--- config.mk ---
export PLATFORM = sky130hd
export DESIGN_NAME = coin_credit_unit
export DESIGN_NICKNAME = d
export VERILOG_FILES = /design/src/rtl/vend_pkg.sv /design/src/rtl/coin_credit_unit_change_picker.sv /design/src/rtl/coin_credit_unit.sv
export SDC_FILE = /design/constraint.sdc
export NUM_CORES = 1
export LEC_CHECK = 0
export ABC_CLOCK_PERIOD_IN_PS = 3900
export BUFFER_PORTS_ARGS = -buffer_cell sky130_fd_sc_hd__buf_2
export CAP_MARGIN = 10
export CELL_PAD_IN_SITES_DETAIL_PLACEMENT = 1
export CELL_PAD_IN_SITES_GLOBAL_PLACEMENT = 1
export CORE_UTILIZATION = 41
export DETAILED_ROUTE_END_ITERATION = 12
export GPL_TIMING_DRIVEN = 0
export HOLD_SLACK_MARGIN = 0.03
export MAX_ROUTING_LAYER = met4
export PLACE_DENSITY_LB_ADDON = 0.15
export SYNTH_ARGS = -nofsm -noshare
export SYNTH_HDL_FRONTEND = slang
export SYNTH_SLANG_ARGS = --single-unit
--- constraint.sdc ---
create_clock -name clk -period 3.9 [get_ports clk]
set_input_delay 0.585 -clock clk [delete_from_list [all_inputs] [get_ports clk]]
set_output_delay 0.585 -clock clk [all_outputs]
set_load 0.02 [all_outputs]
--- src/rtl/vend_pkg.sv ---
// Shared types and constants for the vending-machine coin path.
// State encoding, coin codes and the credit width live here.
package vend_pkg;

    localparam int CREDIT_W = 8;

    typedef logic [CREDIT_W-1:0] credit_t;

    typedef enum logic [1:0] {
        IDLE      = 2'd0,
        ACTIVE    = 2'd1,
        VEND_WAIT = 2'd2,
        REFUND    = 2'd3
    } state_t;

    localparam logic [1:0] COIN_5   = 2'd0;
    localparam logic [1:0] COIN_10  = 2'd1;
    localparam logic [1:0] COIN_25  = 2'd2;
    localparam logic [1:0] COIN_100 = 2'd3;

    // Busy means the unit owns the credit and will not take coins.
    function automatic logic is_busy(input state_t s);
        return (s == VEND_WAIT) || (s == REFUND);
    endfunction

endpackage

--- src/rtl/coin_credit_unit_change_picker.sv ---
// Change picker: largest denomination that fits in the credit.
// Purely combinational; feeds the REFUND datapath.
module change_picker
    import vend_pkg::*;
#(
    parameter int VAL0 = 5,
    parameter int VAL1 = 10,
    parameter int VAL2 = 25,
    parameter int VAL3 = 100
) (
    input  logic [CREDIT_W-1:0] credit,
    output logic [1:0]          refund_coin,
    output logic [CREDIT_W-1:0] value,
    output logic                has_coin
);

    localparam logic [CREDIT_W-1:0] V0 = CREDIT_W'(VAL0);
    localparam logic [CREDIT_W-1:0] V1 = CREDIT_W'(VAL1);
    localparam logic [CREDIT_W-1:0] V2 = CREDIT_W'(VAL2);
    localparam logic [CREDIT_W-1:0] V3 = CREDIT_W'(VAL3);

    // Largest-first selection; below VAL0 nothing can be paid out.
    always_comb begin
        refund_coin = COIN_5;
        value       = V0;
        has_coin    = 1'b0;
        if (credit >= V3) begin
            refund_coin = COIN_100;
            value       = V3;
            has_coin    = 1'b1;
        end else if (credit >= V2) begin
            refund_coin = COIN_25;
            value       = V2;
            has_coin    = 1'b1;
        end else if (credit >= V1) begin
            refund_coin = COIN_10;
            value       = V1;
            has_coin    = 1'b1;
        end else if (credit >= V0) begin
            refund_coin = COIN_5;
            value       = V0;
            has_coin    = 1'b1;
        end
    end

endmodule

--- src/rtl/coin_credit_unit.sv ---
// Coin credit unit: accepts coins, strobes the controller,
// and pays change back largest coin first after vend or cancel.
module coin_credit_unit
    import vend_pkg::*;
#(
    parameter int VAL0       = 5,
    parameter int VAL1       = 10,
    parameter int VAL2       = 25,
    parameter int VAL3       = 100,
    parameter int MAX_CREDIT = 250
) (
    input  logic                clk,
    input  logic                rst,
    input  logic                coin_valid,
    input  logic [1:0]          coin_type,
    input  logic [CREDIT_W-1:0] price,
    input  logic                select,
    input  logic                cancel,
    input  logic                vend_done,
    input  logic                refund_ready,
    output logic                coin_pulse,
    output logic                check_pulse,
    output logic                reject,
    output logic [CREDIT_W-1:0] credit,
    output logic                sufficient,
    output logic                refund_valid,
    output logic [1:0]          refund_coin,
    output logic                busy
);

    localparam logic [CREDIT_W:0] MAX_C = (CREDIT_W+1)'(MAX_CREDIT);

    state_t        state, state_n;
    credit_t       credit_n;
    credit_t       price_q, price_q_n;
    logic          coin_pulse_n;
    logic          check_pulse_n;
    logic          reject_n;
    logic          sufficient_n;

    credit_t       coin_val;
    logic [CREDIT_W:0] sum;
    logic          fits;

    logic [1:0]    pick_coin;
    credit_t       pick_val;
    logic          pick_has;

    change_picker #(
        .VAL0 (VAL0),
        .VAL1 (VAL1),
        .VAL2 (VAL2),
        .VAL3 (VAL3)
    ) u_pick (
        .credit      (credit),
        .refund_coin (pick_coin),
        .value       (pick_val),
        .has_coin    (pick_has)
    );

    // Denomination lookup and overflow test at one extra bit.
    always_comb begin
        coin_val = CREDIT_W'(VAL0);
        unique case (coin_type)
            COIN_5:   coin_val = CREDIT_W'(VAL0);
            COIN_10:  coin_val = CREDIT_W'(VAL1);
            COIN_25:  coin_val = CREDIT_W'(VAL2);
            COIN_100: coin_val = CREDIT_W'(VAL3);
            default:  coin_val = CREDIT_W'(VAL0);
        endcase
        sum  = {1'b0, credit} + {1'b0, coin_val};
        fits = (sum <= MAX_C);
    end

    // Next-state, credit and strobe logic.
    always_comb begin
        state_n       = state;
        credit_n      = credit;
        price_q_n     = price_q;
        coin_pulse_n  = 1'b0;
        check_pulse_n = 1'b0;
        reject_n      = 1'b0;
        unique case (state)
            IDLE, ACTIVE: begin
                if ((state == ACTIVE) && cancel) begin
                    reject_n = coin_valid;
                    state_n  = REFUND;
                end else if (coin_valid) begin
                    if (fits) begin
                        credit_n     = sum[CREDIT_W-1:0];
                        coin_pulse_n = 1'b1;
                        state_n      = ACTIVE;
                    end else begin
                        reject_n = 1'b1;
                    end
                end else if ((state == ACTIVE) && select
                             && (credit >= price)) begin
                    price_q_n     = price;
                    check_pulse_n = 1'b1;
                    state_n       = VEND_WAIT;
                end
            end
            VEND_WAIT: begin
                reject_n = coin_valid;
                if (vend_done) begin
                    credit_n = credit - price_q;
                    state_n  = (credit_n == '0) ? IDLE : REFUND;
                end
            end
            REFUND: begin
                reject_n = coin_valid;
                if (pick_has) begin
                    if (refund_ready) begin
                        credit_n = credit - pick_val;
                        if (credit_n == '0) state_n = IDLE;
                    end
                end else begin
                    credit_n = '0;
                    state_n  = IDLE;
                end
            end
            default: state_n = IDLE;
        endcase
        sufficient_n = (state_n == ACTIVE) && (credit_n >= price);
    end

    // State, credit and registered strobes.
    always_ff @(posedge clk or posedge rst) begin
        if (rst) begin
            state       <= IDLE;
            credit      <= '0;
            price_q     <= '0;
            coin_pulse  <= 1'b0;
            check_pulse <= 1'b0;
            reject      <= 1'b0;
            sufficient  <= 1'b0;
        end else begin
            state       <= state_n;
            credit      <= credit_n;
            price_q     <= price_q_n;
            coin_pulse  <= coin_pulse_n;
            check_pulse <= check_pulse_n;
            reject      <= reject_n;
            sufficient  <= sufficient_n;
        end
    end

    // Change offer follows the registered state so reset kills it at once.
    always_comb begin
        refund_valid = (state == REFUND) && pick_has;
        refund_coin  = refund_valid ? pick_coin : COIN_5;
        busy         = is_busy(state);
    end

endmodule

==> results.txt, run 1 <==
Reg2reg start = credit[4]$_DFF_PP0_
Clk Latency, worst-skew pair = 270 ps
Yosys Warn Count = 0
Post-Syn Instances = 345
Hold WC Path Type = primary input to asynchronous set/reset pin
FF-to-FF setup slack = -140 ps
CP arrival = 4250 ps
Final Hold Violating Endpoints = 0
Total gr overflow = 0
Post-synth EDFFs = 0
Run status = complete, but fails checks
Clk slew on worst S/H paths = 90 ps
Distinct cells, synth = 69
Seq/Total Area, Yosys = 0.190
Failing checks = negative setup slack
CTS Buf Count = 3
Die height = 86.1 um
Fillers = 860
Post-synth ARST share = 1.00
Synth top area share = 0.190
Max-cap violations = 0
Vias in the first global route = 2907
Vias per std cell = 5.82
Die area = 7410 sq um
WL final = 8770 um
DPL Wire Length = 6900 um
Clock Sinks = 22
RR Endpoint = sufficient$_DFF_PP0_
# diodes = 0
Initial antenna violation count = 0
Post-synthesis register bit count = 22
Routed len/inst = 18.0 um
RSZ-0062 raised after global routing = yes
Layout cell share with drive strength beyond 1 = 0.254
Max Clock Skew = 2.98 ps
Drt pass-1 iters = 4
Final WS setup = -192 ps
CTS Buffer Depth = 2
H-tree levels = 1
CP Capture Type = flop
Global-route wire length before repair = 14600 um
Synth top area cells = dfrtp_1 (19%), ha_1 (18%), inv_1 (4.5%)
Die X = 86.1 um
WHS = 482 ps
Mapped cell area = 2900 sq um
Core area = 6830 sq um
Reg2Reg Depth = 17
FMAX = 244 MHz
Initial Util = 0.425
DRC = 0
Vias = 2828
Crit path launch type = primary input
Period utilisation layout = 1.05
Nets = 452
Storage cell area = 554 sq um
Total GRT Usage = 0.262
Clk root buf = clkbuf_8
Synthesized area per cell = 8.41 sq um
Synth area leader = dfrtp_1
Main synth FF type = dfrtp_1
Num ports = 33
Routability cong. = 0.852
Crit path kind = primary input to flop
Row count = 30
DRT iter0 DRCs = 196
Post-DRT Antenna Nets = 0
Area of the multi-input gates = 2330 sq um
Largest net degree at the start of global routing = 23
Slew Viols, Final = 0
Count leader, synth = ha_1
Placed Cells = 473
Mapped Nets = 406
Port-buffer cells = 32
Pre-CTS setup slack = -717 ps
Worst Tran Pin Value = 1110 ps
Fin crit period = 4090 ps
Post-synth top cells = ha_1 (41), inv_1 (35), nand2_1 (33)
Rel. slew slack = 0.257
CTS tree = built
Crit-path max FO = 3
Non-Filler Instances = 486
Synthesis-to-layout area growth = 22.2%
Critical Path RT = 4060 ps
# setup viols final = 1
Setup TNS = -192 ps
-- logic make-up (layout without fill, tap and decap cells) --
logic type | count (synthesis) | after routing | share of synthesized area
adder cells (fa/ha/maj) | 44 | 44 | 0.198
AO/OA/AOI/OAI | 105 | 105 | 0.278
AND/OR/NAND/NOR | 104 | 104 | 0.189
multiplexers | 11 | 11 | 0.0388
buffers and inverters | 46 | 91 | 0.0677
flip-flops | 22 | 22 | 0.190
XOR/XNOR | 13 | 13 | 0.0393
-- state kept, by name, summed over array words and instances (netlist names) --
name and flops:
price_q 8, sufficient 1, check_pulse 1, coin_pulse 1, reject 1, state 2
credit 8
-- per-stage QoR --
| stage | utilization | area, sq um |
|---|---|---|
| floorplan | - | 2980 |
| global placement | 0.477 | 3260 |
| detailed placement | 0.477 | 3260 |
| CTS | 0.510 | 3490 |
| global route | 0.519 | 3540 |
| finish | 0.519 | 3540 |
-- worst max path at each step --
stage / from / to / cells after the start / slack [ps]
after global placement: coin_type[0] / sufficient$_DFF_PP0_ / 21 / -660
after CTS: coin_type[1] / sufficient$_DFF_PP0_ / 21 / -350
after detailed placement: credit[4]$_DFF_PP0_ / sufficient$_DFF_PP0_ / 19 / -720
after global routing: coin_type[1] / sufficient$_DFF_PP0_ / 21 / -360
final: coin_type[0] / sufficient$_DFF_PP0_ / 21 / -190
after floorplan: coin_type[0] / sufficient$_DFF_PP0_ / 20 / -30
-- cells in the final DEF, fill, tap and decap left out, drive strengths merged, types with 9 or more instances in the layout --
cell type	count
mux2i	9
nand3	9
a21o	9
nor2	15
a211oi	10
o21ai	24
buf	42
dfrtp	22
nand2	33
xnor2	10
a21oi	11
clkbuf	12
inv	36
ha	41
-- worst max-delay path, cell delays in order --
cell and delay [ps]:
buf_12 90, inv_12 30, ha_4 130, or2_4 250, ha_4 160, inv_2 50
fa_2 430, o21ai_1 130, nand3_1 130, nor4_4 360, o221a_4 280, o211ai_1 120
and3_1 220, ha_1 270, nand2b_4 130, a21o_1 180, a21o_1 180, a211oi_2 190
o21bai_1 110, a31oi_1 170, a211oi_2 60
-- timing repair --
action | CTS | global route
hold endpoints to repair | 0 | 0
buffers inserted | 5 | 4
pin swaps | 17 | 14
setup endpoints to repair | 3 | 1
resized for setup | 24 | 9
hold buffers | 0 | 0
-- area by class of cell --
class	instances	share of cell area
buffer	10	0.0184
clock inverter	1	0.00847
inverter	36	0.0424
sequential	22	0.156
multi-input combinational	277	0.656
clock buffer	3	0.0117
tap	96	0.0339
timing repair buffer	41	0.0724
-- routing by layer --
| metal | part of all wire | GRT usage | up-vias |
|---|---|---|---|
| met5 | 0 | - | - |
| met4 | 0.0085 | 0.0530 | 0 |
| met3 | 0.028 | 0.0260 | 4 |
| met2 | 0.48 | 0.434 | 50 |
| met1 | 0.48 | 0.348 | 1401 |
| li1 | - | - | 1373 |
Power of run 1 is left out: the tool's default activity adds up to more than one toggle a clock period on the data nets, which glitch-free logic cannot reach.
==> run 2: changes to the inputs <==
Settings changed: ABC_CLOCK_PERIOD_IN_PS 3900 to 3400.
Clock period 3.9 ns to 3.4 ns, I/O delays scaled along.
==> results.txt, run 2 (same netlist as run 1, synthesis figures left out) <==
Run status = complete, but fails checks
Failing checks = negative setup slack
Post-DRT Antenna Nets = 0 (unchanged)
CTS Buffer Depth = 2 (unchanged)
Total GRT Usage = 0.264 (+0.00152)
Crit-path max FO = 4 (+1)
Reg2reg start = credit[4]$_DFF_PP0_
Layout cell share with drive strength beyond 1 = 0.304 (+0.0500)
Worst-path cell chain = buf_8 -> inv_4 -> ha_4 -> or2_4 -> ha_4 -> inv_2 -> fa_2 -> nor2b_2 -> o311ai_4 -> a211oi_1 -> o21ai_2 -> and3_2 -> nand2_1 -> a311o_1 -> ha_1 -> a21o_1 -> a21o_1 -> a211oi_2 -> o21bai_1 -> a31oi_1 -> a211oi_2
CTS Buf Count = 3 (unchanged)
# diodes = 0 (unchanged)
Routability cong. = 0.842 (-1.2%)
Worst Tran Pin Value = 993 ps (-113 ps)
Critical path origin = coin_type[1]
Global-route wire length before repair = 14800 um (+1.5%)
Clk slew on worst S/H paths = 90 ps (about the same)
Slowest stage delay, CP = 430 ps (about the same)
Commonest non-fill, non-tap cell in the layout = ha_1
Die height = 86.1 um (unchanged)
Rel. slew slack = 0.333 (+0.0760)
Initial Util = 0.425 (unchanged)
Vias in the first global route = 2942 (+1.2%)
Drt pass-1 iters = 4 (unchanged)
Max Clock Skew = 2.47 ps (-0.513 ps)
CP arrival = 4170 ps (-80 ps)
Clk Latency, worst-skew pair = 270 ps (about the same)
Setup TNS = -603 ps (-411 ps)
Crit path kind = primary input to flop
# setup viols final = 1 (unchanged)
WHS = 418 ps (-64.5 ps)
Die X = 86.1 um (unchanged)
DRT iter0 DRCs = 157 (-20%)
CTS tree = built
Vias = 2851 (+0.81%)
Final WS setup = -603 ps (-411 ps)
Slew Viols, Final = 0 (unchanged)
Period utilisation layout = 1.18
Placed Cells = 473 (unchanged)
Num ports = 33 (unchanged)
Port-buffer cells = 32 (unchanged)
Commonest cells after routing, fill and taps aside = ha_1 (35), inv_1 (32), nand2_1 (31), buf_2 (30), o21ai_0 (18)
Clk root buf = clkbuf_8
WL final = 9240 um (+5.4%)
Die area = 7410 sq um (unchanged)
Crit path launch type = primary input
Row count = 30 (unchanged)
Slowest CP cell = a311o_1
Hold Buf Count CTS = 0 (unchanged)
Initial antenna violation count = 0 (unchanged)
CP Capture Type = flop
RSZ-0062 raised after global routing = yes
Max-cap violations = 0 (unchanged)
Clock Sinks = 22 (unchanged)
Nets = 457 (+1.1%)
Core area = 6830 sq um (unchanged)
Largest regs = credit: 8 flops, price_q: 8 flops, state: 2 flops
Final Hold Violating Endpoints = 0 (unchanged)
Vias per std cell = 5.81 (-0.21%)
Routed len/inst = 18.8 um (+4.3%)
Hold WC Path Type = primary input to asynchronous set/reset pin
DPL Wire Length = 6960 um (+0.77%)
Total gr overflow = 0 (unchanged)
Post-layout util = 0.537 (+0.0181)
Critical Path RT = 3560 ps (-500 ps)
Synthesis-to-layout area growth = 26.4%
DRC = 0 (unchanged)
FMAX = 250 MHz
Fin crit period = 4000 ps
H-tree levels = 1 (unchanged)
Non-Filler Instances = 491 (+1.0%)
Largest net degree at the start of global routing = 23 (unchanged)
==> run 2: cell count changes in the layout (fill, tap and decap cells not counted), moves of 2 or more <==
cell      previous run  this run
buf_4                9        15
nand2_1             33        31
a211oi_2             3         5
nand2_2              0         2
o21ai_2              1         3
dfrtp_1             19        17
a211oi_1             7         5
==> run 2: area by class of cell <==
type | instances | area, sq um
plain buffers | 10 | 68.8
clock buffers | 3 | 41.3
clock inverters | 1 | 30.0
fillers | 813 | 3160
inverters | 36 | 150
multi-input cells | 277 | 2410
flip-flops and latches | 22 | 559
well taps | 96 | 120
repair buffers | 46 | 290
==> run 2: through the flow <==
stage	worst slack, ps	instance area (sq um)
final	-603	3670
after global routing	-768	3670
after CTS	-775	3530
after detailed placement	-1200	3260
after global placement	-1090	3260
after floorplan	-459	2980
==> run 2: worst max-delay path: cells and delay by family <==
| family | cells | cell delay (ps) |
|---|---|---|
| AOI/OAI and AO/OA | 10 | 1950 |
| adders and majority gates | 4 | 830 |
| and+or+nand+nor | 4 | 700 |
| buffers and inverters | 3 | 180 |
==> run 2: per-layer routing <==
metal,track usage,vias to the layer above,share of wire
met2,0.450,61,0.49
met5,-,-,0
met3,0.0327,8,0.030
met4,0.0212,0,0.0062
li1,-,1386,-
met1,0.347,1396,0.47
==> run 2: path summary, 6_finish.rpt <==
| kind | end | slack (ps) | depth (start not counted) |
|---|---|---|---|
| setup / recovery | sufficient$_DFF_PP0_ | -600 | 21 |
| hold / removal | price_q[7]$_DFFE_PP0P_ | 420 | 2 |
| setup reg to reg | sufficient$_DFF_PP0_ | -570 | 18 |
| max in group asynchronous | credit[1]$_DFF_PP0_ | 2320 | 2 |
| min in group clk | price_q[5]$_DFFE_PP0P_ | 460 | 3 |
| hold reg to reg | price_q[0]$_DFFE_PP0P_ | 530 | 1 |
==> run 2: repair_timing <==
action,4_1_cts,5_1_grt
buffers inserted,10,4
gates resized for setup,26,27
pin swaps,21,19
endpoints found under the setup margin,9,8
Power of run 2 is left out for the same reason.
==> run 3: changes to the inputs <==
Settings changed: SETUP_SLACK_MARGIN set to 0.15.
==> results.txt, run 3 (same netlist as run 1, synthesis figures left out) <==
Pre-CTS setup slack = -1150 ps (+42.2 ps)
FF-to-FF setup slack = -680 ps (-110 ps)
Crit path launch type = primary input
Die area = 7410 sq um (unchanged)
Initial Util = 0.425 (unchanged)
Rel. slew slack = 0.360 (+0.0270)
Crit-path max FO = 5 (+1)
Die X = 86.1 um (unchanged)
Max-cap violations = 0 (unchanged)
Placed Cells = 473 (unchanged)
Clk slew on worst S/H paths = 90 ps (about the same)
Clk root buf = clkbuf_8
Reg2reg start = credit[4]$_DFF_PP0_
Vias = 2956 (+3.7%)
Hold Buf Count CTS = 0 (unchanged)
CTS tree = built
Routed len/inst = 19.6 um (+4.0%)
Die height = 86.1 um (unchanged)
Vias per std cell = 5.90 (+1.6%)
Core area = 6830 sq um (unchanged)
Port-buffer cells = 32 (unchanged)
Fin crit period = 4170 ps (+163 ps)
H-tree levels = 1 (unchanged)
Slew Viols, Final = 0 (unchanged)
Commonest cells after routing, fill and taps aside = inv_1 (30), ha_1 (30), buf_2 (30), nand2_1 (29), buf_4 (24)
RSZ-0062 raised after global routing = yes
Critical Path RT = 3570 ps (about the same)
Non-Filler Instances = 501 (+2.0%)
Final WS setup = -766 ps (-163 ps)
DPL Wire Length = 7060 um (+1.5%)
Crit path kind = primary input to flop
CP Capture Type = flop
Initial antenna violation count = 0 (unchanged)
CTS Buf Count = 3 (unchanged)
DRT iter0 DRCs = 169 (+7.6%)
Num ports = 33 (unchanged)
Vias in the first global route = 2988 (+1.6%)
Run status = complete, but fails checks
# setup viols final = 1 (unchanged)
Total gr overflow = 0 (unchanged)
Synthesis-to-layout area growth = 33.2%
Largest regs = credit: 8 flops, price_q: 8 flops, state: 2 flops
Clock Sinks = 22 (unchanged)
Max Clock Skew = 2.11 ps (-0.361 ps)
CTS Buffer Depth = 2 (unchanged)
# diodes = 0 (unchanged)
Hold WC Path Type = primary input to asynchronous set/reset pin
FMAX = 240 MHz (-3.9%)
WL final = 9810 um (+6.1%)
Failing checks = negative setup slack
Clk Latency, worst-skew pair = 280 ps (about the same)
Period utilisation layout = 1.23 (+0.0479)
Total GRT Usage = 0.271 (+0.00717)
CP arrival = 4330 ps (+160 ps)
Drt pass-1 iters = 4 (unchanged)
Final Hold Violating Endpoints = 0 (unchanged)
RR Endpoint = sufficient$_DFF_PP0_
Post-DRT Antenna Nets = 0 (unchanged)
Nets = 467 (+2.2%)
Row count = 30 (unchanged)
Worst Tran Pin Value = 958 ps (-34.5 ps)
Reg2Reg Depth = 16 (-2)
Largest net degree at the start of global routing = 23 (unchanged)
Global-route wire length before repair = 15200 um (+2.4%)
DRC = 0 (unchanged)
Routability cong. = 0.841 (-0.12%)
Layout cell share with drive strength beyond 1 = 0.370 (+0.0666)
run 3: cell types whose count changed in the layout (fill, tap and decap cells not counted), moves of 2 or more:
| cell | delta |
|---|---|
| and3_4 | +3 |
| ha_2 | +4 |
| nand2_4 | +2 |
| ha_1 | -5 |
| buf_4 | +9 |
| a31oi_2 | +2 |
| inv_1 | -2 |
| and3_1 | -2 |
| nand2_1 | -2 |
run 3: per-layer routing:
metal  up-vias  wire, um  global-route usage
li1       1405         -                   -
met1      1460      4400               0.352
met2        82      4930               0.471
met3         9       409              0.0308
met4         0        65              0.0212
met5         -         0                   -
run 3: area by class of cell:
| cell class | count | area [sq um] |
|---|---|---|
| Tap cell | 96 | 120 |
| Inverter | 36 | 153 |
| Multi-Input combinational cell | 277 | 2520 |
| Sequential cell | 22 | 559 |
| Fill cell | 808 | 2970 |
| Buffer | 10 | 72.6 |
| Clock inverter | 1 | 30.0 |
| Timing Repair Buffer | 56 | 365 |
| Clock buffer | 3 | 41.3 |
run 3: per-stage QoR:
| step | hold slack [ps] | area, sq um | TNS (ps) | util |
|---|---|---|---|---|
| after floorplan | 485 | 2990 | -459 | - |
| after global placement | 496 | 3270 | -2320 | 0.478 |
| after detailed placement | 515 | 3270 | -2640 | 0.478 |
| after CTS | 443 | 3520 | -800 | 0.515 |
| after global routing | 477 | 3860 | -860 | 0.566 |
| final | 415 | 3860 | -766 | 0.566 |
run 3: critical path: stages:
cell and delay, ps:
buf_12 90, inv_12 30, ha_4 140, or2_4 250, ha_4 160, inv_2 50, fa_2 230, nor2b_4 60
o311ai_4 350, a211oi_2 130, o21ai_2 340, nand3_4 150, buf_4 170, nor4_1 250, a311o_1 250, ha_1 260
a21o_1 190, a21o_1 180, a211oi_2 210, o21bai_1 100, a31oi_1 170, a211oi_2 60
run 3: repair_timing:
| action | in CTS | in global routing |
|---|---|---|
| buffers inserted | 7 | 17 |
| setup endpoints to repair | 10 | 12 |
| gates cloned | 0 | 0 |
| pin swaps | 19 | 38 |
| endpoints found under the hold margin | 0 | 0 |
| gates resized for setup | 32 | 46 |
run 3: how the worst max path moves through the flow:
stage / startpoint / end / slack, ps / depth (start not counted)
2_1_floorplan: coin_type[0] / sufficient$_DFF_PP0_ / -460 / 20
3_3_place_gp: coin_type[0] / sufficient$_DFF_PP0_ / -1090 / 19
3_5_place_dp: coin_type[0] / sufficient$_DFF_PP0_ / -1150 / 21
4_1_cts: coin_type[0] / sufficient$_DFF_PP0_ / -800 / 21
5_1_grt: coin_type[0] / sufficient$_DFF_PP0_ / -860 / 22
6_report: coin_type[0] / sufficient$_DFF_PP0_ / -770 / 22
Power of run 3 is left out for the same reason.
